<file path="src/rtl/muxn_arb.sv">
// muxn_arb: CHANNELS-input, WIDTH-bit registered multiplexer with
// per-channel valid/ready handshakes and a one-entry output register.
//
// Selection is either forced (mux_mode=1, channel mux_sel) or arbitrated
// among the valid channels (mux_mode=0).
//
// Build option:
//   MUXN_ARB_RR_EN  defined   -> arbitrated mode is round-robin from rr_ptr
//                   undefined -> arbitrated mode is fixed priority (lowest
//                                index wins) and rr_ptr does not exist
//
// Ports:
//   clk            rising-edge clock
//   rst_n          synchronous active-low reset
//   mux_in         packed channel data, channel i at [i*WIDTH +: WIDTH]
//   mux_in_valid   per-channel valid
//   mux_in_ready   per-channel accept (combinational)
//   mux_mode       0 = arbitrated, 1 = forced select
//   mux_sel        channel index used in forced mode
//   mux_out        registered output data
//   mux_out_ch     channel that produced mux_out
//   mux_out_valid  mux_out holds unconsumed data
//   mux_out_ready  consumer accepts mux_out
module muxn_arb #(
    parameter int WIDTH    = 4,
    parameter int CHANNELS = 4,
    localparam int SEL_W   = $clog2(CHANNELS)
) (
    input  logic                      clk,
    input  logic                      rst_n,
    input  logic [CHANNELS*WIDTH-1:0] mux_in,
    input  logic [CHANNELS-1:0]       mux_in_valid,
    output logic [CHANNELS-1:0]       mux_in_ready,
    input  logic                      mux_mode,
    input  logic [SEL_W-1:0]          mux_sel,
    output logic [WIDTH-1:0]          mux_out,
    output logic [SEL_W-1:0]          mux_out_ch,
    output logic                      mux_out_valid,
    input  logic                      mux_out_ready
);

    logic             can_accept;
    logic             gnt_any;
    logic [SEL_W-1:0] gnt_idx;
    logic             xfer;
    int               start;

`ifdef MUXN_ARB_RR_EN
    logic [SEL_W-1:0] rr_ptr;
    assign start = int'(rr_ptr);
`else
    assign start = 0;
`endif

    // One-entry buffer: a new word may enter when empty or when the
    // current word is being drained in the same cycle.
    assign can_accept = !mux_out_valid || mux_out_ready;

    always_comb begin
        int idx;
        idx     = 0;
        gnt_any = 1'b0;
        gnt_idx = '0;
        if (mux_mode) begin
            // Out-of-range mux_sel matches no channel, so no grant.
            for (int i = 0; i < CHANNELS; i++) begin
                if (int'(mux_sel) == i && mux_in_valid[i]) begin
                    gnt_any = 1'b1;
                    gnt_idx = SEL_W'(i);
                end
            end
        end else begin
            // Scan from the start pointer, wrapping, first valid wins.
            for (int k = 0; k < CHANNELS; k++) begin
                idx = start + k;
                if (idx >= CHANNELS) idx = idx - CHANNELS;
                if (!gnt_any && mux_in_valid[idx]) begin
                    gnt_any = 1'b1;
                    gnt_idx = SEL_W'(idx);
                end
            end
        end
    end

    // Ready is suppressed while reset is asserted so no producer sees an
    // acknowledge for a word that the reset will throw away.
    always_comb begin
        for (int i = 0; i < CHANNELS; i++) begin
            mux_in_ready[i] = gnt_any && (int'(gnt_idx) == i) && can_accept && rst_n;
        end
    end

    assign xfer = gnt_any && can_accept;

    always_ff @(posedge clk) begin
        if (!rst_n) begin
            mux_out       <= '0;
            mux_out_ch    <= '0;
            mux_out_valid <= 1'b0;
`ifdef MUXN_ARB_RR_EN
            rr_ptr        <= '0;
`endif
        end else if (xfer) begin
            mux_out       <= mux_in[int'(gnt_idx)*WIDTH +: WIDTH];
            mux_out_ch    <= gnt_idx;
            mux_out_valid <= 1'b1;
`ifdef MUXN_ARB_RR_EN
            // Pointer moves past the winner in both modes.
            rr_ptr        <= (int'(gnt_idx) == CHANNELS-1) ? '0 : gnt_idx + 1'b1;
`endif
        end else if (mux_out_ready) begin
            mux_out_valid <= 1'b0;
        end
    end

endmodule

</file>
<file path="config.mk">
export PLATFORM = sky130hd
export DESIGN_NAME = muxn_arb
export DESIGN_NICKNAME = d
export VERILOG_FILES = /design/src/rtl/muxn_arb.sv
export SDC_FILE = /design/constraint.sdc
export NUM_CORES = 1
export LEC_CHECK = 0
export CAP_MARGIN = 20
export CORE_MARGIN = 3
export CORE_UTILIZATION = 36
export CTS_CLUSTER_DIAMETER = 30
export DETAILED_ROUTE_END_ITERATION = 7
export MAX_ROUTING_LAYER = met4
export PLACE_DENSITY = 0.81
export SETUP_SLACK_MARGIN = 0.5
export SLEW_MARGIN = 0
export SYNTH_ARGS = -nofsm -noshare
export SYNTH_HDL_FRONTEND = slang
export SYNTH_SLANG_ARGS = --single-unit
</file>
<file path="constraint.sdc">
create_clock -name clk -period 2.75 [get_ports clk]
set_input_delay 0.275 -clock clk [delete_from_list [all_inputs] [get_ports clk]]
set_output_delay 0.275 -clock clk [all_outputs]
set_load 0.01 [all_outputs]
</file>
==> flow_metrics.env <==
export IMPL_status="complete, no violations"
export IMPL_drive_above_1_share_pct=27.4
export IMPL_r2r_cells=6
export IMPL_dp_cells=105
export IMPL_grt_antenna_before_repair=0
export IMPL_port_buffer_count=36
export IMPL_cp_startpoint="mux_sel[0]"
export IMPL_rsz0062_at_grt="false"
export IMPL_r2r_start="mux_out_valid"
export IMPL_design_area_um2=975
export IMPL_initialDrtViolationCount=1
export IMPL_fin_util_pct=71.3
export IMPL_synth_top_area_share_pct=25.6
export IMPL_clock_sinks=7
export IMPL_cts_buffer_depth=2
export IMPL_ys_top_cells_by_area="dfxtp_1 26%, mux2i_1 18%, o221ai_2 11%, mux4_1 4.8%, nand3_1 3.7%"
export IMPL_first_pass_iters=2
export IMPL_die_h_um=45.0
export IMPL_wl_per_cell_um=13.9
export IMPL_netlist_top_cells_count="10 x mux2i_1, 7 x dfxtp_1, 4 x nand3_1, 4 x o221ai_2"
export IMPL_tightest_slew_ps=404
export IMPL_insertion_delay_ps=250
export IMPL_ys_seq_area_share_pct=25.6
export IMPL_max_slew_margin_pct=73.0
export IMPL_crit_required_ps=2480
export IMPL_syn_nets=79
export IMPL_cts_hold_buf=0
export IMPL_grt_pass1_vias=569
export IMPL_diodes=0
export IMPL_syn_inst=53
export IMPL_syn_area_um2=547
export IMPL_startpoint_type="input pin"
export IMPL_cp_arrival_ps=1890
export IMPL_grt_usage_pct=17.7
export IMPL_slew_viol_final=0
export IMPL_cap_viol_max_count=0
export IMPL_yosysWarnings=0
export IMPL_tns_ps=0
export IMPL_power_density_mw_per_mm2=363
export IMPL_fp_dieArea_mm2=0.00202
export IMPL_holdCritStartpoint="mux_out_ch[1]"
export IMPL_htreeDepth=1
export IMPL_hold_viol=0
export IMPL_fin_crit_sh_pct=78.8
export IMPL_fin_hold_ws_ps=471
export IMPL_total_power_mw=0.354
export IMPL_instances_no_fill=110
export IMPL_routabilityCongestion=0.782
export IMPL_hp_class="reg2reg"
export IMPL_synth_top_area_cell="dfxtp_1"
export IMPL_root_buffer="clkbuf_4"
export IMPL_path_clk_slew_ps=50
export IMPL_fp_row_count=13
export IMPL_area_growth_pct=78.3
export IMPL_ys_flop_type="dfxtp_1"
export IMPL_worst_slack_ps=584
export IMPL_worst_ir_drop_vdd_uv=269
export IMPL_start_util_pct=40.0
export IMPL_drcViolationCount=0
export IMPL_placed_cell_area_um2=940
export IMPL_setup_viol=0
export IMPL_leakagePower_nw=0.393
export IMPL_max_freq_mhz=462
export IMPL_r2r_setup_slack_ps=1510
export IMPL_numCtsBuffers=3
export IMPL_grt_pass1_wl_um=2560
export IMPL_vias=572
export IMPL_place_ws_ps=89.7
export IMPL_slowest_delay_ps=520
export IMPL_cp_max_fo=4
export IMPL_avgSynthCellArea_um2=10.3
export IMPL_cp_end_kind="output port"
export IMPL_fin_skew_ps=5.78
export IMPL_path_cells="clkdlybuf4s15_2, mux4_2, o32a_4, nor2b_4, buf_4, nand3_4, nor2b_1, clkdlybuf4s15_1"
export IMPL_cts_tree="built"
export IMPL_criticalPathCategory="in2out"
export IMPL_wl_um=1530
export IMPL_hpwl_um=1180
export IMPL_yosysUniqueCellTypes=24
export IMPL_nets=122
export IMPL_fin_crit_ps=2170
export IMPL_ant_nets=0
export IMPL_ioPinCount=37
export IMPL_viasPerCell=5.20
export IMPL_core_area_mm2=0.00137
export IMPL_synth_edff_count=0
export IMPL_grt_start_max_net_pins=14
export IMPL_r2r_end="mux_out[3]"
export IMPL_die_w_um=45.0
export IMPL_overflow=0
export IMPL_async_flop_share_pct=0
export IMPL_crit_end="mux_in_ready[3]"
export IMPL_synthMostInstantiatedCell="mux2i_1"
export IMPL_cp_slowest_cell="mux4_2"
export IMPL_ys_ff_latch=7
[layout make-up]
class / instances / area [um^2]
multi-input combinational: 42 / 407
fill: 112 / 392
timing repair buffer: 40 / 375
sequential: 7 / 140
clock buffer: 4 / 26.3
tap: 15 / 18.8
inverter: 2 / 7.51
[metal layers]
metal | up-vias | GRT usage [%] | share of wire (%)
li1 | 290 | - | -
met1 | 266 | 21.9 | 40
met2 | 14 | 27.1 | 52
met3 | 2 | 3.59 | 6.9
met4 | 0 | 8.77 | 0.79
met5 | - | - | 0
[worst max-delay path: cells and delay by family]
family                 cells  cell delay [ps]
buffers and inverters      3              590
and+or+nand+nor            3              290
muxes                      1              520
AOI/OAI and AO/OA          1              220
[placed cells by master, fill, tap and decap left out, drive strengths merged]
cell / Yosys / final
clkdlybuf4s50: 0 / 25
o32a: 1 / 1
nand2: 3 / 3
o21a: 1 / 1
mux4: 1 / 1
nand3: 5 / 5
dlygate4sd2: 0 / 3
clkbuf: 0 / 7
nand2b: 1 / 1
clkdlybuf4s15: 0 / 5
dfxtp: 7 / 7
a21boi: 1 / 1
buf: 2 / 4
or3: 1 / 1
inv: 2 / 2
nor2b: 4 / 4
nand3b: 1 / 1
and2b: 1 / 1
o221ai: 4 / 4
mux2i: 10 / 10
o32ai: 1 / 1
nor2: 2 / 2
a21oi: 3 / 3
o31ai: 1 / 1
o211ai: 1 / 1
[what timing repair did]
| item | CTS | global route |
|---|---|---|
| setup endpoints to repair | 4 | 2 |
| resized for setup | 24 | 5 |
| buffers inserted | 1 | 0 |
| pin swaps | 0 | 1 |
[worst min-delay path by stage]
stage                               end  slack (ps)  cells past startpoint
after CTS                 mux_out_ch[1]         470                      2
after detailed placement  mux_out_ch[1]         460                      2
after global placement    mux_out_ch[1]         450                      2
after global routing      mux_out_valid         500                      3
after floorplan           mux_out_ch[1]         480                      2
final                     mux_out_ch[1]         470                      2
[power breakdown]
group / switching, mW / internal [mW] / total [mW]
sequential: 0.00451 / 0.112 / 0.116
clock: 0.0360 / 0.0553 / 0.0912
combinational: 0.0600 / 0.0862 / 0.146
total: 0.100 / 0.253 / 0.354
[registers in the layout (all words and copies together), names as in the netlist]
| register | flops |
|---|---|
| mux_out | 4 |
| mux_out_ch | 2 |
| mux_out_valid | 1 |
[cell families after synthesis]
| family | Yosys count | share of synthesized area (%) |
|---|---|---|
| simple gates | 18 | 24.0 |
| compound gates | 13 | 24.3 |
| mux | 11 | 23.1 |
| buf+inv | 4 | 2.97 |
| flops | 7 | 25.6 |
No activity file was read; power rests on OpenSTA's default activity.
==> patch, RTL diff (same settings) <==
`WIDTH`: 4 -> 6.
--- a/src/rtl/muxn_arb.sv
+++ b/src/rtl/muxn_arb.sv
@@ -23,5 +23,5 @@
 //   mux_out_ready  consumer accepts mux_out
 module muxn_arb #(
-    parameter int WIDTH    = 4,
+    parameter int WIDTH    = 6,
     parameter int CHANNELS = 4,
     localparam int SEL_W   = $clog2(CHANNELS)
Interface: changed (resized mux_in and mux_out); port bits go from 37 to 47. The function was not compared with the original's and may differ.
==> patch against the unedited design <==
  * Area after synthesis is 16% higher
  * Count of clock-buffer cells in the layout stayed put
  * Final area grew 20%
  * Largest cell class is now buffers
  * Highest routed layer unchanged
  * Worst setup slack lost 29 ps
  * Clock skew is 0.73 ps higher
  * Total power up 20%
  * Sequential power increased by 30%
  * Sequential cell count grew 2
  * Global-route usage rose by 0.39 points
  * Worst hold slack gained 9.4 ps
  * Routed wire length increased by 25%
==> patch: results (changes against the unedited design) <==
Yosys
  – Syn Inst Count: 63 (was 53)
  – Top cells by count, synth: mux2i_1, dfxtp_1, nand3_1, o221ai_1 (was mux2i_1, dfxtp_1, nand3_1, o221ai_2)
  – Syn nets: 97 (was 79)

Final layout
  – Fin nets: 152 (was 122)
  – Layout cells sized above 1: 16.2% (was 27.4%)
  – Fin cells: 133 (was 110)
  – Biggest regs: mux_out x6, mux_out_ch x2, mux_out_valid x1 (was mux_out x4, mux_out_ch x2, mux_out_valid x1)

Detailed routing
  – Drt pass-1 iters: 4 (was 2)
  – Met1 wire length: 753 um (was 617 um)
  – Vias/cell: 5.44 (was 5.20)
  – Iteration-0 DRC Markers: 14 (was 1)
  – Routed wl met3: 107 um (was 106 um)
  – Metal2 WL: 1030 um (was 789 um)

STA
  – Final hold slack: 480 ps (was 471 ps)

Pwr
  – Leakage Power: 0.478 nW (was 0.393 nW)
  – Peak VDD IR: 0.281 mV (was 0.269 mV)

GRT
  – Met3 Resource Use GR: 3.76% (was 3.59%)
  – GRT Resource Usage Total: 18.1% (was 17.7%)
  – Largest net degree at the start of global routing: 12 (was 14)
  – Vias in the first global route: 696 (was 569)

Place
  – Routability cong.: 0.721 (was 0.782)
  – Hpwl dp: 1630 um (was 1180 um)
  – Port bufs: 46 (was 36)

Critical path
  – R2r worst-path depth: 5 (was 6)
  – R2r setup slk: 1470 ps (was 1510 ps)
  – Crit path DAT: 1920 ps (was 1890 ps)
  – FF-to-FF End: mux_out[1] (was mux_out[3])

Status
  – Status: completed (unchanged)
==> patch: cell types whose count changed in the layout (fill, tap and decap cells not counted), moves of 2 or more <==
cell,change
clkdlybuf4s50_1,+10
o221ai_1,+6
dlygate4sd2_1,+5
mux2i_1,+4
o221ai_2,-4
clkdlybuf4s15_2,-3
buf_4,+2
dfxtp_1,+2
nand3_1,+2
==> patch: worst max path at each step <==
stage                                from               to  slack [ps]  depth (start not counted)
after floorplan           mux_in_valid[0]  mux_in_ready[3]        1110                          5
after global placement    mux_in_valid[0]  mux_in_ready[2]         100                          7
after detailed placement       mux_sel[0]  mux_in_ready[2]          40                          7
after CTS                      mux_sel[0]  mux_in_ready[2]         510                          7
after global routing      mux_in_valid[0]  mux_in_ready[1]         510                          7
final                     mux_in_valid[1]  mux_in_ready[1]         550                          7
==> patch: final cells by class <==
class                           count  area, um^2
Tap cell                           16        20.0
Clock buffer                        4        26.3
Inverter                            2        7.51
Multi-Input combinational cell     50         445
Timing Repair Buffer               52         485
Fill cell                         120         412
Sequential cell                     9         180
==> patch: where the power goes <==
group | total (mW) | internal, mW | switching [mW]
Combinational | 0.174 | 0.105 | 0.0687
Clock | 0.101 | 0.0558 | 0.0449
Sequential | 0.151 | 0.144 | 0.00724
==> patch: critical path, stage by stage <==
cell and delay (ps):
dlygate4sd2_1 280, or3_4 380, o32a_2 360, nor2b_4 160
nand3b_4 110, nor2b_1 60, dlygate4sd2_1 290
==> patch: kinds of logic after synthesis <==
logic type | share of synthesized area, %
AND/OR/NAND/NOR | 21.1
AO/OA/AOI/OAI | 21.5
multiplexers | 25.6
flip-flops | 28.3
buffers and inverters | 3.54
==> patch: what timing repair did <==
action	CTS	global route
setup endpoints to repair	4	4
endpoints found under the hold margin	0	0
gates resized for setup	11	7
pin swaps	1	0
